### src/rtl/seq_det_pkg.sv
// Shared state encoding, reset-time configuration and the length-mask helper
// used by the serial pattern detection controller.
package seq_det_pkg;

    typedef enum logic [1:0] {
        ST_IDLE = 2'd0,
        ST_RUN  = 2'd1,
        ST_DONE = 2'd2
    } state_e;

    localparam int DEF_DIV    = 0;
    localparam int DEF_PAT    = 0;
    localparam int DEF_LEN    = 1;
    localparam int DEF_OVL    = 1;
    localparam int DEF_TARGET = 0;

    // One bit of the compare mask: bit idx takes part in the match when idx < len.
    function automatic logic len_mask_bit(input int idx, input int len);
        return (idx < len);
    endfunction

endpackage

### src/rtl/clk_en_div.sv
// Clock-enable divider: stb is high for one clock every div+1 clocks while en.
// Used instead of derived clocks so everything stays on clk.
module clk_en_div #(
    parameter int DIV_W = 4
) (
    input  logic             clk,
    input  logic             rst,
    input  logic             en,
    input  logic             clr,
    input  logic [DIV_W-1:0] div,
    output logic             stb
);

    logic [DIV_W-1:0] div_cnt;

    always_ff @(posedge clk or negedge rst) begin
        if (!rst) begin
            div_cnt <= '0;
        end else if (clr) begin
            div_cnt <= '0;
        end else if (en) begin
            div_cnt <= (div_cnt == div) ? '0 : div_cnt + DIV_W'(1);
        end
    end

    assign stb = en && (div_cnt == div);

endmodule

### src/rtl/seq_det_ctrl.sv
// Serial pattern detection controller: config registers, IDLE/RUN/DONE FSM,
// strobed shift-register matcher and saturating match counter.
module seq_det_ctrl
    import seq_det_pkg::*;
#(
    parameter int DIV_W   = 4,
    parameter int PAT_MAX = 8,
    parameter int CNT_W   = 8
) (
    input  logic                           clk,
    input  logic                           rst,
    input  logic                           cfg_we,
    input  logic [DIV_W-1:0]               cfg_div,
    input  logic [PAT_MAX-1:0]             cfg_pat,
    input  logic [$clog2(PAT_MAX+1)-1:0]   cfg_len,
    input  logic                           cfg_ovl,
    input  logic [CNT_W-1:0]               cfg_target,
    input  logic                           start,
    input  logic                           abort,
    input  logic                           ser_in,
    output logic                           sample_stb,
    output logic                           match,
    output logic [CNT_W-1:0]               match_cnt,
    output logic                           busy,
    output logic                           done,
    output logic                           cfg_err
);

    localparam int LEN_W = $clog2(PAT_MAX + 1);

    localparam logic [1:0] IDLE = ST_IDLE;
    localparam logic [1:0] RUN  = ST_RUN;
    localparam logic [1:0] DONE = ST_DONE;

    // Control interface contract: start, abort and cfg_we are single-cycle
    // requests with no back-pressure; abort beats start, a config write in the
    // same cycle as start lands first, and outcomes come back as one-cycle
    // pulses (match, cfg_err) or levels (busy, done) one clock later.

    logic [1:0]         state;
    logic [DIV_W-1:0]   div_r;
    logic [PAT_MAX-1:0] pat_r;
    logic [LEN_W-1:0]   len_r;
    logic               ovl_r;
    logic [CNT_W-1:0]   target_r;

    logic [PAT_MAX-1:0] shift_r;
    logic [LEN_W-1:0]   fill_r;
    logic               match_r;
    logic [CNT_W-1:0]   cnt_r;
    logic               cfg_err_r;

    logic               in_run;
    logic               cfg_len_ok;
    logic               cfg_ok;
    logic               start_go;
    logic               div_stb;
    logic               strobe;
    logic [PAT_MAX-1:0] shift_nxt;
    logic [LEN_W-1:0]   fill_nxt;
    logic [PAT_MAX-1:0] mask;
    logic               hit;
    logic [CNT_W-1:0]   cnt_inc;
    logic               last_hit;

    assign in_run     = (state == RUN);
    assign cfg_len_ok = (cfg_len != '0) && (cfg_len <= LEN_W'(PAT_MAX));
    assign cfg_ok     = cfg_we && !in_run && cfg_len_ok;
    assign start_go   = start && !abort && !in_run;

    clk_en_div #(
        .DIV_W (DIV_W)
    ) u_div (
        .clk (clk),
        .rst (rst),
        .en  (in_run),
        .clr (start_go || abort),
        .div (div_r),
        .stb (div_stb)
    );

    // A strobe landing in the abort cycle is dropped so no match can follow it.
    assign strobe = div_stb && !abort;

    for (genvar i = 0; i < PAT_MAX; i++) begin : g_mask
        assign mask[i] = len_mask_bit(i, int'(len_r));
    end

    assign shift_nxt = {shift_r[PAT_MAX-2:0], ser_in};
    assign fill_nxt  = (fill_r == LEN_W'(PAT_MAX)) ? fill_r : fill_r + LEN_W'(1);
    assign hit       = (fill_nxt >= len_r) && (((shift_nxt ^ pat_r) & mask) == '0);
    assign cnt_inc   = (&cnt_r) ? cnt_r : cnt_r + CNT_W'(1);
    assign last_hit  = strobe && hit && (target_r != '0) && (cnt_inc == target_r);

    always_ff @(posedge clk or negedge rst) begin
        if (!rst) begin
            state <= IDLE;
        end else if (abort) begin
            state <= IDLE;
        end else if (start_go) begin
            state <= RUN;
        end else if (last_hit) begin
            state <= DONE;
        end
    end

    always_ff @(posedge clk or negedge rst) begin
        if (!rst) begin
            div_r     <= DIV_W'(DEF_DIV);
            pat_r     <= PAT_MAX'(DEF_PAT);
            len_r     <= LEN_W'(DEF_LEN);
            ovl_r     <= 1'(DEF_OVL);
            target_r  <= CNT_W'(DEF_TARGET);
            cfg_err_r <= 1'b0;
        end else begin
            cfg_err_r <= cfg_we && !cfg_ok;
            if (cfg_ok) begin
                div_r    <= cfg_div;
                pat_r    <= cfg_pat;
                len_r    <= cfg_len;
                ovl_r    <= cfg_ovl;
                target_r <= cfg_target;
            end
        end
    end

    always_ff @(posedge clk or negedge rst) begin
        if (!rst) begin
            shift_r <= '0;
            fill_r  <= '0;
            match_r <= 1'b0;
            cnt_r   <= '0;
        end else if (abort) begin
            shift_r <= '0;
            fill_r  <= '0;
            match_r <= 1'b0;
        end else if (start_go) begin
            shift_r <= '0;
            fill_r  <= '0;
            match_r <= 1'b0;
            cnt_r   <= '0;
        end else if (strobe) begin
            shift_r <= shift_nxt;
            // Without overlap a match consumes its bits: the next one needs len fresh samples.
            fill_r  <= (hit && !ovl_r) ? '0 : fill_nxt;
            match_r <= hit;
            if (hit) begin
                cnt_r <= cnt_inc;
            end
        end else begin
            match_r <= 1'b0;
        end
    end

    assign sample_stb = div_stb;
    assign match      = match_r;
    assign match_cnt  = cnt_r;
    assign busy       = in_run;
    assign done       = (state == DONE);
    assign cfg_err    = cfg_err_r;

endmodule

### config.mk
export PLATFORM = sky130hd
export DESIGN_NAME = seq_det_ctrl
export DESIGN_NICKNAME = d
export VERILOG_FILES = /design/src/rtl/seq_det_pkg.sv /design/src/rtl/clk_en_div.sv /design/src/rtl/seq_det_ctrl.sv
export SDC_FILE = /design/constraint.sdc
export NUM_CORES = 1
export LEC_CHECK = 0
export BUFFER_PORTS_ARGS = -buffer_cell sky130_fd_sc_hd__buf_2
export CAP_MARGIN = 20
export CELL_PAD_IN_SITES_DETAIL_PLACEMENT = 1
export CELL_PAD_IN_SITES_GLOBAL_PLACEMENT = 1
export CORE_ASPECT_RATIO = 0.8
export CORE_MARGIN = 2
export CORE_UTILIZATION = 50
export CTS_BUF_LIST = sky130_fd_sc_hd__clkbuf_4 sky130_fd_sc_hd__clkbuf_8
export CTS_CLUSTER_SIZE = 16
export DETAILED_ROUTE_END_ITERATION = 10
export PLACE_DENSITY = 0.89
export SLEW_MARGIN = 20
export SYNTH_ARGS = -nofsm -noshare
export SYNTH_HDL_FRONTEND = slang
export SYNTH_SLANG_ARGS = --single-unit
### constraint.sdc
create_clock -name clk -period 4.1 [get_ports clk]
set_input_delay 0.615 -clock clk [delete_from_list [all_inputs] [get_ports clk]]
set_output_delay 0.615 -clock clk [all_outputs]
set_load 0.02 [all_outputs]
==> results of run 1 <==
-- Yosys cell counts (5+ instances only) --
cell type,count
dfrtp_1,50
mux2_2,25
nor2_1,19
xnor2_1,16
nand2_1,12
a21oi_1,11
a22o_1,10
clkbuf_1,10
ha_1,8
xor2_1,8
inv_1,7
nor3_1,7
o21ai_0,6
a2111oi_0,5
nand2b_1,5
nand3_1,5
nor2b_1,5
-- area by class of cell --
type | instances | area (sq um)
Sequential cell | 52 | 1304
Clock inverter | 2 | 16.27
Inverter | 7 | 26.28
Timing Repair Buffer | 45 | 230.2
Fill cell | 630 | 2261
Clock buffer | 6 | 76.32
Multi-Input combinational cell | 192 | 1454
Tap cell | 78 | 97.59
-- worst register-to-register path: cells and delay by family, from the launching register on --
family          cells  cell delay (ns)
compound gates      3             1.18
simple gates        5             1.04
fa+ha+maj           2             0.47
flops               1             0.40
xor+xnor            1             0.15
buf+inv             1             0.08
-- power breakdown --
group          internal, uW  switching (uW)  total [uW]
sequential              575            64.6         640
combinational           116             113         229
clock                   128             178         306
total                   819             355        1170
-- metal layers --
layer / global-route usage / part of all wire / vias up
met4: 0.09091 / 0.017 / 0
met5: 0 / 0 / -
met2: 0.3729 / 0.45 / 73
met1: 0.3605 / 0.47 / 1141
li1: - / - / 1051
met3: 0.04608 / 0.058 / 11
-- worst min-delay path by stage --
stage,startpoint,to,slack [ns],depth (start not counted)
floorplan,rst,cfg_err$_DFF_PN0_,0.32,0
global placement,state[1]$_DFFE_PN0P_,state[1]$_DFFE_PN0P_,0.49,1
detailed placement,state[1]$_DFFE_PN0P_,state[1]$_DFFE_PN0P_,0.49,1
CTS,rst,div_r[0]$_DFFE_PN0P_,0.43,2
global route,rst,fill_r[1]$_DFFE_PN0P_,0.47,2
finish,rst,div_r[0]$_DFFE_PN0P_,0.41,2
-- logic make-up after synthesis --
kind of cell	after synthesis	synth area share
buf+inv	18	0.02650
xor+xnor	24	0.07420
simple gates	75	0.1391
flops	52	0.4602
mux	28	0.1100
compound gates	57	0.1546
fa+ha+maj	8	0.03534
-- metrics by stage --
step	utilization	hold WS, ns
3_5_place_dp	0.5694	0.4937
5_1_grt	0.5863	0.4747
4_1_cts	0.5863	0.4293
3_3_place_gp	0.5694	0.4881
6_report	0.5863	0.4115
2_1_floorplan	-	0.3194
-- flip-flops by register name (all words and copies together) (netlist names), 2 cells and up --
name / count
match_cnt: 8
pat_r: 8
target_r: 8
shift_r: 7
div_r: 4
fill_r: 4
len_r: 4
u_div.div_cnt: 4
state: 2
==> qor.txt, run 1 <==
FF-to-FF End: match_cnt[1]$_DFFE_PN0P_
Setup crit end: match_cnt[1]$_DFFE_PN0P_
Core area: 5465 sq um
Synth unique cells: 49
Max-slew headroom: 0.4100
Most frequent cells in the layout: 50 x dfrtp_1, 43 x buf_2, 25 x mux2_2, 19 x nor2_1, 16 x xnor2_1
CP max stage delay: 0.81 ns
Layout cells sized above 1: 0.2763
Share of the synthesized area in the top cell type: 0.4417
Iteration-0 DRC Markers: 116
Die Y: 71.32 um
WL per Instance: 18.68 um
Number of remaining DRC errors: 0
Fin cells: 382
Antenna diodes: 0
Clock-pin slew on the worst setup and hold paths: 0.10 ns
Top post-synthesis cells by area: dfrtp_1 44%, mux2_2 9.9%, xnor2_1 4.9%
YS warnings: 0
Critical path class: register to register
Final period util: 0.8341
CTS Sinks: 52
Final Max Tran Viols: 0
H-Tree Depth: 2
Final Hold Fails: 0
Tot GR Track Use: 0.2481
Final Setup Violations: 0
Post-synth top flop: dfrtp_1
Worst path bufs/invs: 1
Post-route minimum period: 3.420 ns
Post-layout worst setup margin: 0.6804 ns
Initial core utilization: 0.5183
PwrDens: 366.7 nW/um^2
WP depth: 12
Worst skew pair latency: 0.32 ns
Status: finished, final reports clean
Synth async-reset ratio: 1.000
Max frequency: 292.4 MHz
Synthesis-to-layout area growth: 13.12%
Post-DP HPWL: 5287 um
Number of flops mapped to enable cells by yosys: 0
Setup TNS: 0 ns
CTS Buffer Depth: 2
Most common cell after layout, fill and taps aside: dfrtp_1
Die W: 88.16 um
Cells along the critical path: inv_1 -> ha_1 -> nand2_1 -> nor2_1 -> xnor2_1 -> ha_1 -> nand2b_1 -> a2111oi_0 -> or4_1 -> a2111oi_4 -> nand2_1 -> a31o_1
Critical R2R Launch: fill_r[0]$_DFFE_PN0P_
Die ar.: 6287 sq um
Netlist Area Pre-Place: 2833 sq um
Fin area: 3204 sq um
NumNets Final: 342
Initial antenna violation count: 0
Worst slack at placement: 0.7351 ns
Final Wtd Congestion: 0.9057
Post-CTS Setup Inserts: 0
I/O pin cnt: 44
Routed vias/inst: 5.958
RSZ-0062 raised after global routing: no
Avg Cell Area, Syn: 10.81 sq um
CTS Hold Buffers Added: 0
Synth Net Count: 301
PortBufs: 43
Placed Cells: 374
Root buffer cell: clkbuf_8
Most area-hungry cell type in the Yosys netlist: dfrtp_1
Max-cap violations: 0
Setup crit start: fill_r[0]$_DFFE_PN0P_
Slew at the pin with the worst max-slew slack: 0.8782 ns
Reg2Reg Depth: 12
Final Total Pwr: 1175 uW
CTS tree: built
Vias: 2276
Critical path arrival: 3.63 ns
Routed WL: 7134 um
Worst setup SP type: register
Vias in the first global route: 2319
First-pass DRT Iterations: 4
Standard-cell rows: 24
Area after DPL: 3112 sq um
Max stage delay cell, worst path: a2111oi_4
Top fanout value on the critical path: 13
Max IR drop VDD: 0.2522 mV
Critical Path RT: 4.31 ns
Grt ovf: 0
R2R Setup Slk: 0.68 ns
Leak: 0.001441 uW
FF+latch count, synth: 52
Clock skew: 0.01127 ns
CTS resizes: 0
Inserted Clock Buffers: 5
Antenna Nets Post-Route: 0
CP Capture Type: register
CP top delay family: compound AO/OA/AOI/OAI gates
Post-Synthesis Cells: 262
Hold WC Path Type: input port to asynchronous set/reset pin
First-pass GRT wire length: 11920 um
Largest net degree at the start of global routing: 53
Register area share after synthesis: 0.4602
(Power assumes the default switching activity.)
==> run 2, diff against run 1 <==
--- a/config.mk
+++ b/config.mk
@@ -11,11 +11,11 @@
 export CELL_PAD_IN_SITES_GLOBAL_PLACEMENT = 1
 export CORE_ASPECT_RATIO = 0.8
 export CORE_MARGIN = 2
-export CORE_UTILIZATION = 50
+export CORE_UTILIZATION = 46
 export CTS_BUF_LIST = sky130_fd_sc_hd__clkbuf_4 sky130_fd_sc_hd__clkbuf_8
 export CTS_CLUSTER_SIZE = 16
 export DETAILED_ROUTE_END_ITERATION = 10
-export PLACE_DENSITY = 0.89
+export PLACE_DENSITY = 0.83
 export SLEW_MARGIN = 20
 export SYNTH_ARGS = -nofsm -noshare
 export SYNTH_HDL_FRONTEND = slang
==> constraint.sdc (replaced) <==
create_clock -name clk -period 3.58 [get_ports clk]
set_input_delay 0.537 -clock clk [delete_from_list [all_inputs] [get_ports clk]]
set_output_delay 0.537 -clock clk [all_outputs]
set_load 0.02 [all_outputs]
==> run 2 against run 1 <==
Compared with the run above:
- first-iteration DRC count decreased by 27%
- combinational power is 14% higher
- cell count is 1.0% higher
- critical path depth is the same
- critical path type unchanged
- count of clock-buffer cells in the layout rose by 1
- critical endpoint is now fill_r[1]$_DFFE_PN0P_
- non-clock buffer count rose by 1
- clock power increased by 20%
- largest power group unchanged
- via count is 0.83% lower
==> qor.txt, run 2 (synthesis results as in run 1) <==
PortBufs: 43 (unchanged)
Routed WL: 7026 um (-1.5%)
Layout cells sized above 1: 0.2787 (+0.002373)
Final Hold Fails: 0 (unchanged)
Die ar.: 6806 sq um (+8.2%)
Inserted Clock Buffers: 5 (unchanged)
Number of remaining DRC errors: 0 (unchanged)
RSZ-0062 raised after global routing: no
CP Capture Type: register
Clock-pin slew on the worst setup and hold paths: 0.09 ns (about the same)
Post-Route Utilization: 0.5419 (-0.04441)
Worst skew pair latency: 0.31 ns (about the same)
Die W: 91.74 um (+4.1%)
Post-route minimum period: 3.247 ns (-0.1729 ns)
I/O pin cnt: 44 (unchanged)
Worst slack at placement: 0.3691 ns (-0.3661 ns)
Worst setup SP type: register
Post-layout worst setup margin: 0.3333 ns (-0.3471 ns)
FF-to-FF End: fill_r[1]$_DFFE_PN0P_
WL per Instance: 18.20 um (-2.5%)
Max-cap violations: 0 (unchanged)
Critical Path RT: 3.79 ns (-0.52 ns)
Status: finished, final reports clean
Fin area: 3221 sq um (+0.51%)
Placed Cells: 378 (+1.1%)
Leak: 0.001450 uW (+0.59%)
Die Y: 74.19 um (+4.0%)
Critical path class: register to register
CTS Buffer Depth: 2 (unchanged)
Max frequency: 308.0 MHz (+5.3%)
Fillers: 692 (+9.8%)
Multi-input logic area: 1454 sq um (unchanged)
PwrDens: 422.0 nW/um^2 (+15%)
Fin cells: 386 (+1.0%)
CTS tree: built
Root buffer cell: clkbuf_8
Slew at the pin with the worst max-slew slack: 0.9563 ns (+0.07816 ns)
Critical R2R Launch: fill_r[0]$_DFFE_PN0P_
Final Setup Violations: 0 (unchanged)
Antenna diodes: 0 (unchanged)
R2R Setup Slk: 0.33 ns (-0.35 ns)
CTS Hold Buffers Added: 0 (unchanged)
Vias: 2257 (-0.83%)
Grt ovf: 0 (unchanged)
Most common cell after layout, fill and taps aside: dfrtp_1
CTS resizes: 0 (unchanged)
Final period util: 0.9069 (+0.07285)
Most frequent cells in the layout: 50 x dfrtp_1, 43 x buf_2, 25 x mux2_2, 19 x nor2_1, 16 x xnor2_1
Post-DP HPWL: 5288 um (about the same)
FF/Latch Area: 1304 sq um (unchanged)
Clock skew: 0.007861 ns (-0.003409 ns)
Final Max Tran Viols: 0 (unchanged)
Area after DPL: 3123 sq um (+0.36%)
First-pass GRT wire length: 11830 um (-0.75%)
First-pass DRT Iterations: 4 (unchanged)
Standard-cell rows: 25 (+4.2%)
Largest net degree at the start of global routing: 32 (-40%)
Reg2Reg Depth: 12 (unchanged)
NumNets Final: 343 (+0.29%)
Initial core utilization: 0.4766 (-0.04168)
Post-CTS Setup Inserts: 0 (unchanged)
Initial antenna violation count: 0 (unchanged)
Tot GR Track Use: 0.2243 (-0.02373)
Max-slew headroom: 0.3575 (-0.05251)
Top fanout value on the critical path: 4 (-9)
Final Wtd Congestion: 0.8889 (-1.9%)
Max IR drop VDD: 0.2962 mV (+17%)
Core area: 5943 sq um (+8.7%)
CTS Sinks: 52 (unchanged)
Routed vias/inst: 5.847 (-1.9%)
Setup TNS: 0 ns (unchanged)
Antenna Nets Post-Route: 0 (unchanged)
H-Tree Depth: 2 (unchanged)
Vias in the first global route: 2341 (+0.95%)
Hold WC Path Type: input port to asynchronous set/reset pin
Critical path arrival: 3.45 ns (-0.18 ns)
Synthesis-to-layout area growth: 13.69%
Iteration-0 DRC Markers: 85 (-27%)
run 2: per-layer routing:
metal  wire length, um  global-route usage  up-vias
met3               316             0.04458       11
met4                95             0.07463        0
met1              3409              0.3084     1132
li1                  -                   -     1045
met2              3205              0.3636       69
met5                 0                   0        -
run 2: layout make-up:
class | count | area share
Clock inverter | 1 | 0.002331
Inverter | 7 | 0.008159
Tap cell | 81 | 0.03147
Timing Repair Buffer | 46 | 0.07382
Multi-Input combinational cell | 192 | 0.4514
Sequential cell | 52 | 0.4048
Clock buffer | 7 | 0.02797
run 2: metrics by stage:
stage	power [uW]	hold slack [ns]
global route	1432	0.3080
global placement	982.2	0.4938
detailed placement	1006	0.4995
floorplan	905.8	0.2414
CTS	1374	0.2798
finish	1359	0.2567
run 2: worst max-delay path, cell delays in order (launching register included):
cell and delay, ns:
dfrtp_1 0.41, inv_1 0.09, ha_1 0.21, nand2_1 0.09, nor2_1 0.06, xnor2_1 0.16, ha_1 0.29, nand2b_1 0.09
a2111oi_0 0.08, or4_1 0.60, a2111oi_0 0.68, nor2_1 0.17, a22o_1 0.22
run 2: power by group:
group,switching (uW),total [uW],leakage [uW],internal [uW]
clock network,201,366,0.0000479,165
registers,74.0,733,0.000665,659
logic,127,261,0.000737,133
total,402,1360,0.00145,957
run 2: worst max path at each step:
stage	start	to	slack, ns	depth (start not counted)
6_report	fill_r[0]$_DFFE_PN0P_	fill_r[1]$_DFFE_PN0P_	0.33	12
5_1_grt	fill_r[0]$_DFFE_PN0P_	fill_r[3]$_DFFE_PN0P_	0.07	12
4_1_cts	fill_r[0]$_DFFE_PN0P_	fill_r[1]$_DFFE_PN0P_	0.35	12
3_5_place_dp	fill_r[0]$_DFFE_PN0P_	fill_r[1]$_DFFE_PN0P_	0.37	12
3_3_place_gp	fill_r[0]$_DFFE_PN0P_	state[0]$_DFFE_PN0P_	0.59	12
2_1_floorplan	fill_r[0]$_DFFE_PN0P_	match_cnt[1]$_DFFE_PN0P_	0.74	13
